$ cat src/rtl/bin_clock_pkg.sv
// Shared field limits, widths and wrap-around step helpers for the binary clock core.
package bin_clock_pkg;

   localparam int SEC_W  = 6;
   localparam int MIN_W  = 6;
   localparam int HOUR_W = 5;

   localparam logic [SEC_W-1:0]  SEC_MAX  = 6'd59;
   localparam logic [MIN_W-1:0]  MIN_MAX  = 6'd59;
   localparam logic [HOUR_W-1:0] HOUR_MAX = 5'd23;
   localparam logic [HOUR_W-1:0] HOUR12   = 5'd12;

   // +/-1 inside [0, max], wrapping at both ends with no carry out.
   function automatic logic [5:0] step6(input logic [5:0] v, input logic [5:0] max, input logic up);
      if (up) step6 = (v == max) ? 6'd0 : v + 6'd1;
      else    step6 = (v == 6'd0) ? max : v - 6'd1;
   endfunction

   function automatic logic [4:0] step5(input logic [4:0] v, input logic [4:0] max, input logic up);
      if (up) step5 = (v == max) ? 5'd0 : v + 5'd1;
      else    step5 = (v == 5'd0) ? max : v - 5'd1;
   endfunction

endpackage

$ cat src/rtl/bin_clock_btn_sync.sv
// Multi-flop synchroniser for one asynchronous input, with a history flop
// producing a one-cycle rising-edge pulse on the synchronised level.
module bin_clock_btn_sync #(
   parameter int SYNC_STAGES = 2
) (
   input  logic clk_i,
   input  logic rstn_i,
   input  logic async_i,
   output logic level_o,
   output logic rise_o
);

   logic [SYNC_STAGES-1:0] sync_q;
   logic                   hist_q;

   always_ff @(posedge clk_i or negedge rstn_i) begin
      if (!rstn_i) begin
         sync_q <= '0;
         hist_q <= 1'b0;
      end else begin
         sync_q <= {sync_q[SYNC_STAGES-2:0], async_i};
         hist_q <= sync_q[SYNC_STAGES-1];
      end
   end

   assign level_o = sync_q[SYNC_STAGES-1];
   assign rise_o  = sync_q[SYNC_STAGES-1] & ~hist_q;

endmodule

$ cat src/rtl/bin_clock_core.sv
// Binary clock core: prescaled seconds/minutes/hours with run-carry counting,
// set-mode per-field button adjust, and 12/24-hour display conversion.
module bin_clock_core
   import bin_clock_pkg::*;
#(
   parameter int CLK_DIV     = 10_000_000,
   parameter int SYNC_STAGES = 2
) (
   input  logic              clk_i,
   input  logic              rstn_i,
   input  logic              time_set_i,
   input  logic              dir_i,
   input  logic              hour_btn_i,
   input  logic              min_btn_i,
   input  logic              sec_btn_i,
   input  logic              mode_24h_i,
   output logic [HOUR_W-1:0] hour_o,
   output logic [MIN_W-1:0]  min_o,
   output logic [SEC_W-1:0]  sec_o,
   output logic              pm_o,
   output logic              tick_o
);

   localparam int               DIV_W    = (CLK_DIV > 2) ? $clog2(CLK_DIV) : 1;
   localparam logic [DIV_W-1:0] DIV_LAST = DIV_W'(CLK_DIV - 1);

   logic set_lvl, dir_lvl, hour_rise, min_rise, sec_rise;
   logic set_rise, dir_rise, hour_lvl, min_lvl, sec_lvl;
   logic unused_sync;

   bin_clock_btn_sync #(.SYNC_STAGES(SYNC_STAGES)) u_set_sync (
      .clk_i(clk_i), .rstn_i(rstn_i), .async_i(time_set_i), .level_o(set_lvl), .rise_o(set_rise));
   bin_clock_btn_sync #(.SYNC_STAGES(SYNC_STAGES)) u_dir_sync (
      .clk_i(clk_i), .rstn_i(rstn_i), .async_i(dir_i), .level_o(dir_lvl), .rise_o(dir_rise));
   bin_clock_btn_sync #(.SYNC_STAGES(SYNC_STAGES)) u_hour_sync (
      .clk_i(clk_i), .rstn_i(rstn_i), .async_i(hour_btn_i), .level_o(hour_lvl), .rise_o(hour_rise));
   bin_clock_btn_sync #(.SYNC_STAGES(SYNC_STAGES)) u_min_sync (
      .clk_i(clk_i), .rstn_i(rstn_i), .async_i(min_btn_i), .level_o(min_lvl), .rise_o(min_rise));
   bin_clock_btn_sync #(.SYNC_STAGES(SYNC_STAGES)) u_sec_sync (
      .clk_i(clk_i), .rstn_i(rstn_i), .async_i(sec_btn_i), .level_o(sec_lvl), .rise_o(sec_rise));

   assign unused_sync = &{1'b0, set_rise, dir_rise, hour_lvl, min_lvl, sec_lvl};

   logic [DIV_W-1:0]  div_q;
   logic              tick_q;
   logic [HOUR_W-1:0] hour_q;
   logic [MIN_W-1:0]  min_q;
   logic [SEC_W-1:0]  sec_q;
   logic              run_tick;

   assign run_tick = ~set_lvl & (div_q == DIV_LAST);

   always_ff @(posedge clk_i or negedge rstn_i) begin
      if (!rstn_i) begin
         div_q  <= '0;
         tick_q <= 1'b0;
         hour_q <= '0;
         min_q  <= '0;
         sec_q  <= '0;
      end else if (set_lvl) begin
         // Prescaler parked at 0 so the first run tick lands CLK_DIV cycles after leaving set mode.
         div_q  <= '0;
         tick_q <= 1'b0;
         if (hour_rise) hour_q <= step5(hour_q, HOUR_MAX, dir_lvl);
         if (min_rise)  min_q  <= step6(min_q, MIN_MAX, dir_lvl);
         if (sec_rise)  sec_q  <= step6(sec_q, SEC_MAX, dir_lvl);
      end else begin
         tick_q <= run_tick;
         if (run_tick) begin
            div_q <= '0;
            sec_q <= step6(sec_q, SEC_MAX, 1'b1);
            if (sec_q == SEC_MAX) begin
               min_q <= step6(min_q, MIN_MAX, 1'b1);
               if (min_q == MIN_MAX) hour_q <= step5(hour_q, HOUR_MAX, 1'b1);
            end
         end else begin
            div_q <= div_q + 1'b1;
         end
      end
   end

   always_comb begin
      hour_o = hour_q;
      pm_o   = 1'b0;
      if (!mode_24h_i) begin
         pm_o = (hour_q >= HOUR12);
         if (hour_q == '0)        hour_o = HOUR12;
         else if (hour_q > HOUR12) hour_o = hour_q - HOUR12;
      end
   end

   assign min_o  = min_q;
   assign sec_o  = sec_q;
   assign tick_o = tick_q;

endmodule

$ cat config.mk
export PLATFORM = sky130hd
export DESIGN_NAME = bin_clock_core
export DESIGN_NICKNAME = d
export VERILOG_FILES = /design/src/rtl/bin_clock_pkg.sv /design/src/rtl/bin_clock_btn_sync.sv /design/src/rtl/bin_clock_core.sv
export SDC_FILE = /design/constraint.sdc
export NUM_CORES = 1
export LEC_CHECK = 0
export ABC_AREA = 1
export BUFFER_PORTS_ARGS = -buffer_cell sky130_fd_sc_hd__buf_2
export CAP_MARGIN = 10
export CORE_ASPECT_RATIO = 1.1
export CORE_UTILIZATION = 40
export CTS_BUF_LIST = sky130_fd_sc_hd__clkbuf_4
export CTS_CLUSTER_DIAMETER = 50
export CTS_CLUSTER_SIZE = 28
export DETAILED_ROUTE_END_ITERATION = 8
export GPL_TIMING_DRIVEN = 0
export HOLD_SLACK_MARGIN = 0.12
export PLACE_DENSITY = 0.63
export REMOVE_ABC_BUFFERS = 1
export SETUP_SLACK_MARGIN = 0.05
export SLEW_MARGIN = 40
export SYNTH_ARGS = -nofsm -noshare
export SYNTH_HDL_FRONTEND = slang
export SYNTH_HIERARCHICAL = 1
export SYNTH_SLANG_ARGS = --single-unit
$ cat constraint.sdc
create_clock -name clk_i -period 1.6 [get_ports clk_i]
set_input_delay 0.24 -clock clk_i [delete_from_list [all_inputs] [get_ports clk_i]]
set_output_delay 0.24 -clock clk_i [all_outputs]
set_load 0.005 [all_outputs]
==> results of run 1 <==
-- stage by stage --
stage / hold slack, ps / TNS, ps / utilization (%) / instance area [um^2] / worst slack, ps
floorplan: -55.59 / 0 / - / 3572 / 20.88
global placement: 332.5 / -8903 / 43.55 / 3845 / -580.5
detailed placement: 335.5 / -9672 / 43.58 / 3847 / -594.2
CTS: 370.4 / -1484 / 49.56 / 4375 / -306.1
global route: 377.6 / -2768 / 53.73 / 4743 / -431.0
finish: 366.9 / -2066 / 53.73 / 4743 / -326.8
-- worst max path at each step --
stage / cells after the start / startpoint / end / slack, ps
2_1_floorplan: 8 / hour_q[2] / hour_o[3] / 20
3_3_place_gp: 6 / u_set_sync/sync_q[1] / hour_q[1] / -580
3_5_place_dp: 6 / u_set_sync/sync_q[1] / hour_q[1] / -590
4_1_cts: 9 / hour_q[2] / hour_o[3] / -310
5_1_grt: 9 / hour_q[2] / hour_o[3] / -430
6_report: 9 / hour_q[2] / hour_o[3] / -330
-- cells in the final DEF (no fill, tap or decap), types with 14 or more instances in the layout --
master	n
nand2_1	117
nor2_1	61
buf_4	51
nand3_1	49
inv_1	43
dfrtp_1	39
buf_2	25
nand4_1	17
inv_2	16
xor2_1	15
dfrtp_2	15
nor2_4	14
-- area by class of cell --
class / instances / area, um^2
Multi-Input combinational cell: 377 / 2240
Timing Repair Buffer: 88 / 644.4
Fill cell: 806 / 4085
Inverter: 64 / 255.2
Clock inverter: 2 / 17.52
Sequential cell: 55 / 1399
Clock buffer: 6 / 45.04
Tap cell: 114 / 142.6
-- power breakdown --
group / switching (mW) / total (mW) / internal (mW) / leakage, nW
registers: 0.348 / 1.95 / 1.61 / 0.694
clock network: 0.454 / 0.650 / 0.196 / 0.0358
logic: 1.57 / 3.03 / 1.46 / 1.42
total: 2.37 / 5.64 / 3.27 / 2.15
-- state kept, by name (all words and copies together) (netlist names) --
name / cells
hour_q: 5
u_set_sync/sync_q: 2
min_o: 6
u_hour_sync/sync_q: 2
div_q: 24
u_sec_sync/hist_q: 1
u_min_sync/sync_q: 2
tick_o: 1
u_hour_sync/hist_q: 1
u_sec_sync/sync_q: 2
u_min_sync/hist_q: 1
sec_o: 6
u_dir_sync/sync_q: 2
-- critical path, stage by stage, from the launching register on --
cell	delay, ps
dfrtp_2	470
inv_2	90
ha_4	150
nand2_4	60
nor2_4	100
inv_2	60
nor2_4	110
inv_2	50
o211ai_1	60
buf_2	130
-- timing repair --
item | in CTS | in global routing
setup endpoints to repair | 38 | 38
pin swaps | 12 | 34
hold endpoints to repair | 60 | 0
resized for setup | 53 | 62
hold buffers | 6 | 0
buffers inserted | 31 | 25
-- layer usage --
layer  track usage (%)  up-vias  share of wire (%)
li1                  -     1788                  -
met1             25.56     1663                 43
met2             34.11      100                 50
met3             2.827       25                4.4
met4             7.101        0                2.6
met5                 0        -                  0
==> results.yml, run 1 <==
placed_design:
  hpwlAfterDp_mm: 5.942
  dpl.cell_count: 636
  port_buffers: 26
  gp_congestion: 0.9124
cts:
  clk-insertion-delay-late_ps: 390
  tritoncts: "yes"
  path_clk_slew_ps: 170
  root_buffer: "clkbuf_4"
  htree_levels: 2
  cts-root-to-sink-buffers: 2
  cts_inserted_buffers: 5
  clkSinkCount: 55
setup_path:
  r2r_setup_slack_ps: -310
  rr_worst_depth: 15
  crit_path_end_kind: "output port"
  crit_required_ps: 1360
  crit_type: "flop to output port"
  crit_path_start_kind: "flop"
  reg2reg_to: "hour_q[2]"
  cp.arrival_ps: 1690
  worstReg2RegStart: "hour_q[2]"
  critPathMaxFanout: 3
hold_path:
  holdPathEnd: "u_hour_sync/sync_q[1]"
  min-delay-start: "u_hour_sync/sync_q[0]"
  holdPathStages: 0
  hold_class: "flop to flop"
sta:
  slew_viol_final: 0
  max_freq_mhz: 519.0
  finalCritPeriodShare_pct: 120.4
  setup_viol: 10
  worst_slew_pin_slew_ps: 686.9
  fin_crit_ps: 1927
  fin_skew_ps: 12.53
  rsz0062_at_grt: "yes"
  max-slew-margin-rel_pct: 54.20
  finalWorstSetupSlack_ps: -326.8
  finalHoldViolCount: 0
floorplan:
  start_util_pct: 41.26
  num_rows: 36
  die_area_um2: 9491
  io_pins: 27
  die_h_um: 102.1
  coreArea_um2: 8828
  die_x_um: 92.98
final_layout:
  n_antenna_cell: 0
  drive_gt1_share_pct: 34.29
  area_growth_pct: 30.23
  final_nets: 612
  layoutNonFillerInstCount: 706
pwr:
  p_leak_nw: 2.154
  ir_drop_uv: 473.6
  p_per_area_nw_per_um2: 1188
  p_total_mw: 5.636
detailed_routing:
  route.detailed.drc: 0
  wl_per_cell_um: 13.43
  antenna_left: 0
  drt_iter0_drc: 274
  post_drt_via_cell_ratio: 5.065
  vias: 3576
  finalWirelength_mm: 9.484
  drt-pass1-iter-count: 4
synthesis:
  synthCells: 508
  yosysWarnings: 6
  synth_area_um2: 3642
  synth_area_per_cell_um2: 7.170
job:
  max_cap_viol_count: 0
grt:
  grt_pass1_wl_mm: 14.97
  grt_pass1_vias: 3215
  grt_overflow: 0
  grt_use_total_pct: 19.84
  grt_max_degree: 56
  grt_antenna_before_repair: 0
run_status:
  violations: "negative setup slack"
  outcome: "finished with violations"
(Power assumes the default switching activity.)
==> inputs of run 2 (changes only) <==
--- a/config.mk
+++ b/config.mk
@@ -19,7 +19,8 @@
 export PLACE_DENSITY = 0.63
 export REMOVE_ABC_BUFFERS = 1
 export SETUP_SLACK_MARGIN = 0.05
-export SLEW_MARGIN = 40
+export SKIP_CTS_REPAIR_TIMING = 1
+export SLEW_MARGIN = 15
 export SYNTH_ARGS = -nofsm -noshare
 export SYNTH_HDL_FRONTEND = slang
 export SYNTH_HIERARCHICAL = 1
==> run 2 against run 1 <==
The run still ends with negative setup slack left. Cell count decreased by 2.4%. Worst hold slack barely moved. Worst setup slack lost 92 ps. Clock skew is 0.55 ps higher. First-iteration DRC count shrank 11%. Global-route usage shrank 1.8 points. Register-to-register slack improved by 310 ps. Flip-flop and latch count stayed put. Critical endpoint is now hour_o[1]. Largest cell class unchanged.
==> results.yml, run 2 (same netlist as run 1, synthesis figures left out) <==
sta:
  slew_viol_final: 0
  worst_slew_pin_slew_ps: 684.5
  setup_viol: 7
  max_freq_mhz: 495.5
  fin_crit_ps: 2018
  rsz0062_at_grt: "yes"
  finalHoldViolCount: 0
  whs_ps: 366.5
  max-slew-margin-rel_pct: 54.36
  finalWorstSetupSlack_ps: -418.4
  finalCritPeriodShare_pct: 126.1
  fin_setup_tns_ps: -2016
  fin_skew_ps: 13.07
cts:
  cts-root-to-sink-buffers: 2
  cts_inserted_buffers: 5
  tritoncts: "yes"
  clkSinkCount: 55
  path_clk_slew_ps: 160
  root_buffer: "clkbuf_4"
  htree_levels: 2
  clk-insertion-delay-late_ps: 390
pwr:
  p_per_area_nw_per_um2: 1138
  p_leak_nw: 2.069
  ir_drop_uv: 406.3
run_status:
  outcome: "finished with violations"
  violations: "negative setup slack"
setup_path:
  path_cells: "inv_2 > ha_4 > nand2_4 > nor2_4 > inv_2 > nor2_4 > buf_4 > nor2_1 > buf_2"
  crit_required_ps: 1360
  critPathSlowestCell: "dfrtp_2"
  critical_path_buf_inv_count: 4
  critPathMaxFanout: 8
  slowest_delay_ps: 510
  cp.arrival_ps: 1780
  crit_type: "flop to output port"
  crit_path_start_kind: "flop"
  crit_path_end_kind: "output port"
  crit_family: "flip-flops"
job:
  max_cap_viol_count: 0
detailed_routing:
  post_drt_via_cell_ratio: 5.039
  drt-pass1-iter-count: 5
  drt_iter0_drc: 243
  finalWirelength_mm: 8.895
  route.detailed.drc: 0
  vias: 3472
  wl_per_cell_um: 12.91
  antenna_left: 0
grt:
  grt_pass1_vias: 2926
  grt_antenna_before_repair: 0
  grt_overflow: 0
  grt_max_degree: 56
  grt_use_total_pct: 18.03
  grt_pass1_wl_mm: 13.69
floorplan:
  die_area_um2: 9491
  die_h_um: 102.1
  start_util_pct: 41.26
  die_x_um: 92.98
  num_rows: 36
  coreArea_um2: 8828
  io_pins: 27
final_layout:
  largest_register_ffs: 24
  finalInstanceArea_um2: 4588
  drive_gt1_share_pct: 31.48
  layout.cells.most_common: "nand2_1"
  final_nets: 595
  mostFrequentLayoutCells: "119 x nand2_1, 62 x nor2_1, 52 x nand3_1"
  area_growth_pct: 25.97
  top_register: "div_q"
  n_antenna_cell: 0
placed_design:
  gp_congestion: 0.9124
  place_area_um2: 3847
  port_buffers: 26
  hpwlAfterDp_mm: 5.942
hold_path:
  hold_class: "flop to flop"
-- run 2: final timing paths --
kind | from | to | depth (start not counted) | slack, ps
max | hour_q[2] | hour_o[1] | 9 | -420
min | u_hour_sync/sync_q[0] | u_hour_sync/sync_q[1] | 0 | 370
max reg2reg | hour_q[0] | hour_q[2] | 10 | 0
min reg2reg | u_hour_sync/sync_q[0] | u_hour_sync/sync_q[1] | 0 | 370
max in group asynchronous | rstn_i | u_set_sync/sync_q[1] | 2 | 660
min in group asynchronous | rstn_i | tick_o | 2 | 420
-- run 2: area by class of cell --
class,count,area (um^2)
Sequential cell,55,1403
Fill cell,826,4240
Multi-Input combinational cell,377,2221
Clock inverter,2,17.52
Clock buffer,6,45.04
Tap cell,114,142.6
Timing Repair Buffer,71,501.7
Inverter,64,257.7
-- run 2: where the power goes --
group	internal, mW	switching [mW]
clock	0.196	0.444
sequential	1.61	0.399
combinational	1.22	1.35
total	3.03	2.19
-- run 2: per-layer routing --
metal  track usage (%)  routed length, um  up-vias
li1                  -                  -     1754
met1             24.32               4073     1638
met2             30.60               4455       66
met3             2.381                254       14
met4             4.852                111        0
met5                 0                  0        -
-- run 2: stage by stage --
step / util (%) / total power, mW / worst slack (ps) / instances
2_1_floorplan: - / 3.313 / 20.88 / 496
3_3_place_gp: 43.55 / 3.818 / -580.5 / 636
3_5_place_dp: 43.58 / 3.890 / -594.2 / 636
4_1_cts: 44.29 / 4.544 / -782.8 / 644
5_1_grt: 51.97 / 5.698 / -519.2 / 689
6_report: 51.97 / 5.220 / -418.4 / 689
